## config.mk

```make
export PLATFORM = sky130hd
export DESIGN_NAME = enter_input_conditioner
export DESIGN_NICKNAME = d
export VERILOG_FILES = /design/src/rtl/enter_input_conditioner.sv
export SDC_FILE = /design/constraint.sdc
export NUM_CORES = 1
export LEC_CHECK = 0
export BUFFER_PORTS_ARGS = -buffer_cell sky130_fd_sc_hd__buf_2
export CORE_UTILIZATION = 25
export DETAILED_ROUTE_END_ITERATION = 6
export PLACE_DENSITY = 0.52
export SLEW_MARGIN = 20
export SYNTH_ARGS = -nofsm -noshare
export SYNTH_HDL_FRONTEND = slang
export SYNTH_SLANG_ARGS = --single-unit
export TNS_END_PERCENT = 1
```

## constraint.sdc

```tcl
create_clock -name Clock -period 0.9 [get_ports Clock]
set_input_delay 0.135 -clock Clock [delete_from_list [all_inputs] [get_ports Clock]]
set_output_delay 0.135 -clock Clock [all_outputs]
set_load 0.02 [all_outputs]
```

## src/rtl/enter_input_conditioner.sv

```systemverilog
// enter_input_conditioner: sync + debounce Enter button, latch switch byte, hold Enter until Taken.
// Define ENTER_DEBOUNCE_EN to build the counter debouncer; otherwise the synchronized level is used directly.
module enter_input_conditioner #(
    parameter int WIDTH           = 8,
    parameter int DEBOUNCE_CYCLES = 16
) (
    input  logic             Clock,
    input  logic             Reset,
    input  logic             EnterBtn,
    input  logic [WIDTH-1:0] SwIn,
    input  logic             Taken,
    output logic             Enter,
    output logic [WIDTH-1:0] Input,
    output logic             Ready
);
    typedef enum logic [1:0] {IDLE, VALID, WAIT_REL} state_t;

    if (DEBOUNCE_CYCLES < 2 || DEBOUNCE_CYCLES > 65535) begin : g_bad_param
        $error("DEBOUNCE_CYCLES out of range 2..65535");
    end

    logic             btn_s1_q, btn_s2_q, btn_db;
    logic [WIDTH-1:0] sw_s1_q, sw_s2_q, data_q, data_d;
    state_t           state_q, state_d;

    always_ff @(posedge Clock) begin
        if (Reset) begin
            btn_s1_q <= 1'b0;
            btn_s2_q <= 1'b0;
            sw_s1_q  <= '0;
            sw_s2_q  <= '0;
        end else begin
            btn_s1_q <= EnterBtn;
            btn_s2_q <= btn_s1_q;
            sw_s1_q  <= SwIn;
            sw_s2_q  <= sw_s1_q;
        end
    end

`ifdef ENTER_DEBOUNCE_EN
    localparam int CW = $clog2(DEBOUNCE_CYCLES);
    logic [CW-1:0] cnt_q, cnt_d;
    logic          db_q, db_d, mismatch, flip;
    // The counter only reaches DEBOUNCE_CYCLES-1 under mismatch, where it clears, so it never wraps.
    always_comb begin
        mismatch = btn_s2_q != db_q;
        flip     = mismatch && cnt_q == CW'(DEBOUNCE_CYCLES - 1);
        cnt_d    = (!mismatch || flip) ? '0 : cnt_q + 1'b1;
        db_d     = flip ? btn_s2_q : db_q;
    end
    always_ff @(posedge Clock) begin
        if (Reset) begin
            cnt_q <= '0;
            db_q  <= 1'b0;
        end else begin
            cnt_q <= cnt_d;
            db_q  <= db_d;
        end
    end
    assign btn_db = db_q;
`else
    assign btn_db = btn_s2_q;
`endif

    always_comb begin
        state_d = state_q;
        data_d  = data_q;
        unique case (state_q)
            IDLE: if (btn_db) begin
                state_d = VALID;
                data_d  = sw_s2_q;
            end
            VALID:    state_d = Taken ? WAIT_REL : VALID;
            WAIT_REL: state_d = btn_db ? WAIT_REL : IDLE;
            default:  state_d = IDLE;
        endcase
    end

    always_ff @(posedge Clock) begin
        if (Reset) begin
            state_q <= IDLE;
            data_q  <= '0;
        end else begin
            state_q <= state_d;
            data_q  <= data_d;
        end
    end

    assign Enter = state_q == VALID;
    assign Ready = state_q == IDLE;
    assign Input = data_q;
endmodule

```

==> impl_metrics.yaml <==
status:
  status: "complete, but fails checks"
  failed_checks: "negative setup slack"
timing:
  final.period_utilization_pct: 124
  setup_viol: 12
  timing_max_transition_violations_final: 0
  finalWorstSetupSlack_ns: -0.215
  max_freq_mhz: 897
  finClkSkew_ns: 0.00119
  whs_ns: 0.0768
  fin_setup_tns_ns: -1.86
  rsz_0062_raised_after_global_routing: "yes"
  finalHoldViolations: 0
  timing_worst_slew_pin_value_ns: 0.398
  final_period_minus_worst_setup_slack_ns: 1.11
  slew_headroom_pct: 73.4
floorplanning:
  boundaryPins: 22
  floorplan.core_area_sq_um: 3470
  initial_core_util_pct: 27.3
  cell_row_count: 21
  floorplan.die.width_um: 63.5
  floorplan.die_area_sq_um: 4030
  chip_height_um: 63.5
clock_tree:
  clk_lat_worst_skew_ns: 0.26
  cts_hold_repair.buffers: 0
  clock_h_tree_levels: 1
  tritoncts: "done"
  clockBufferDepth: 2
  cts.root.buffer_cell: "sky130_fd_sc_hd__clkbuf_8"
  tritoncts_num_sinks: 28
  cts_inserted_buffers: 3
  clk_pin_slew_ns: 0.08
global_routing:
  initial_antenna_violation_count: 0
  wire_length_of_the_first_global_routing_pass_um: 2700
  global_route.overflow_total: 0
  grt.total_usage_pct: 8.57
  grt_max_degree: 28
  number_of_global_route_vias_before_repair: 636
hold_path:
  min_delay_worst_endpoint: "sw_s1_q[0]"
  hold_path_depth: 2
  worst_hold_startpoint: "SwIn[0]"
  worst_hold_path_type: "in2reg"
power_and_ir_drop:
  power_frac_seq_pct: 58.3
  max-vdd-ir-drop_mv: 0.506
  p_comb_share_pct: 8.8
  power-per-cell-area_nw_per_um2: 1670
  clockPowerShare_pct: 32.9
  leakage_nw: 0.524
  cell_internal_pwr_mw: 1.79
  netsw_mw: 0.437
  p_sw_share_pct: 19.6
worst_setup_path:
  timing.rr.start: "state_q[1]"
  worst_setup_path_end_kind: "output port"
  cp_data_arrival_time_ns: 0.98
  cp-start-kind: "flop"
  ff2ff_setup_slack_ns: -0.19
  reg2reg_capture_point: "Input[2]"
  crit_type: "reg2out"
  critical_path.max_fanout: 5
  timing.critical_path.required_ns: 0.76
  r2r_cells: 4
yosys:
  synth_top_area_share_pct: 59.3
  post_synth_instance_area_sq_um: 946
  postSynthRegisterBits: 28
  seq_area_frac_synth_pct: 59.3
  mappedNetlistNets: 94
  synth_area_per_cell_sq_um: 11.5
  synth.lib_cells_used.distinct: 12
  yosysWarningCount: 0
  synth_largest_area_cell: "sky130_fd_sc_hd__dfxtp_1"
  synth_cells: 82
  synth.area.top_cells: "sky130_fd_sc_hd__dfxtp_1, sky130_fd_sc_hd__nor2b_1, sky130_fd_sc_hd__nand2b_1"
route:
  routed_wirelength_um: 1410
  route.detailed.vias_per_inst: 3.73
  post_drt_wl_per_cell_um: 8.89
  drt_iter0_drc: 24
  first_pass_iters: 4
  dr_total_vias: 593
  antenna_violating_nets_post_route: 0
  route.detailed.drc: 0
placed_design:
  placed_area_sq_um: 1120
  dp.final_hpwl_um: 967
  placement.io_buffers: 21
  gp_congestion: 0.657
final_layout:
  num_antenna_cells: 0
  fillCellCount: 347
  layout.nets: 126
  area.growth.synth_to_final_pct: 40.7
  post_route_cells_drive_above_1_share_pct: 43.4
  fin_area_sq_um: 1330
flow_run:
  max_cap_viol_count: 0
## sequential cells by signal, indices dropped and copies added, names as in the netlist
register / flops
btn_s1_q: 1
btn_db: 1
state_q: 2
sw_s2_q: 8
sw_s1_q: 8
Input: 8
## timing repair
action / in CTS / in global routing
setup buffers: 3 / 1
resized for setup: 15 / 23
endpoints found under the hold margin: 0 / 0
pin swaps: 1 / 1
endpoints found under the setup margin: 19 / 20
## power groups by stage
stage / combinational [mW] / clock (mW) / sequential (mW)
3_5_place_dp: 0.154 / 0 / 1.32
4_1_cts: 0.171 / 0.769 / 1.30
3_3_place_gp: 0.150 / 0 / 1.32
2_1_floorplan: 0.0929 / 0 / 1.33
5_1_grt: 0.215 / 0.838 / 1.30
6_report: 0.196 / 0.733 / 1.30
## stage by stage
| step | util (%) | total power [mW] | setup slack [ns] | cells |
|---|---|---|---|---|
| 2_1_floorplan | - | 1.42 | -0.00871 | 82 |
| 3_3_place_gp | 32.4 | 1.47 | -0.0233 | 151 |
| 3_5_place_dp | 32.4 | 1.48 | -0.0672 | 151 |
| 4_1_cts | 35.7 | 2.23 | -0.233 | 158 |
| 5_1_grt | 38.4 | 2.36 | -0.276 | 159 |
| 6_report | 38.4 | 2.23 | -0.215 | 159 |
## routing by layer
layer	GRT usage (%)	part of all wire, %	vias up
met4	5.11	1.1	0
li1	-	-	318
met3	2.90	5.4	2
met2	12.5	42	16
met1	10.8	52	257
met5	0	0	-
## final cells by class
type,instances,area [sq um],share of cell area (%)
Sequential cell,28,573,43.0
Multi-Input combinational cell,50,388,29.1
Timing Repair Buffer,31,258,19.4
Tap cell,46,57.6,4.32
Clock buffer,4,55.1,4.14
## Yosys cell counts
master,count
sky130_fd_sc_hd__a21oi_1,1
sky130_fd_sc_hd__buf_6,2
sky130_fd_sc_hd__nand3b_1,2
sky130_fd_sc_hd__clkbuf_1,1
sky130_fd_sc_hd__mux2i_1,8
sky130_fd_sc_hd__dfxtp_1,28
sky130_fd_sc_hd__a2111oi_2,1
sky130_fd_sc_hd__nand2b_1,16
sky130_fd_sc_hd__nor2b_1,19
sky130_fd_sc_hd__buf_2,1
sky130_fd_sc_hd__nor2_1,2
sky130_fd_sc_hd__nor3b_2,1
## cells in the final DEF, fill, tap and decap left out
cell type	instances
sky130_fd_sc_hd__a21oi_1	1
sky130_fd_sc_hd__clkbuf_8	4
sky130_fd_sc_hd__nand2b_1	16
sky130_fd_sc_hd__nor3b_4	1
sky130_fd_sc_hd__nand3b_1	2
sky130_fd_sc_hd__nor2_4	1
sky130_fd_sc_hd__buf_6	14
sky130_fd_sc_hd__buf_4	6
sky130_fd_sc_hd__a2111oi_4	1
sky130_fd_sc_hd__nor2_1	1
sky130_fd_sc_hd__buf_2	11
sky130_fd_sc_hd__dfxtp_1	18
sky130_fd_sc_hd__dfxtp_2	10
sky130_fd_sc_hd__mux2i_1	8
sky130_fd_sc_hd__nor2b_4	1
sky130_fd_sc_hd__nor2b_1	18
## logic make-up (layout without fill, tap and decap cells)
| group | after synthesis | count (layout) | synth area share [%] |
|---|---|---|---|
| flip-flops | 28 | 28 | 59.3 |
| buffers and inverters | 4 | 35 | 3.31 |
| AO/OA/AOI/OAI | 2 | 2 | 2.12 |
| AND/OR/NAND/NOR | 40 | 40 | 26.9 |
| multiplexers | 8 | 8 | 8.47 |
## worst max-delay path by stage
stage | from | to | slack [ns] | depth (start not counted)
floorplan | state_q[0] | Input[0] | -0.009 | 3
global placement | btn_db | Input[2] | -0.02 | 3
detailed placement | state_q[0] | Input[0] | -0.07 | 3
CTS | state_q[0] | Enter | -0.23 | 3
global route | state_q[0] | Input[6] | -0.28 | 4
finish | state_q[0] | Enter | -0.21 | 3
## critical path, stage by stage (launching register included)
cell,delay (ns)
sky130_fd_sc_hd__dfxtp_2,0.34
sky130_fd_sc_hd__buf_6,0.12
sky130_fd_sc_hd__nor2b_4,0.14
sky130_fd_sc_hd__buf_6,0.12
Note: power is estimated with default switching activity, not from simulation.
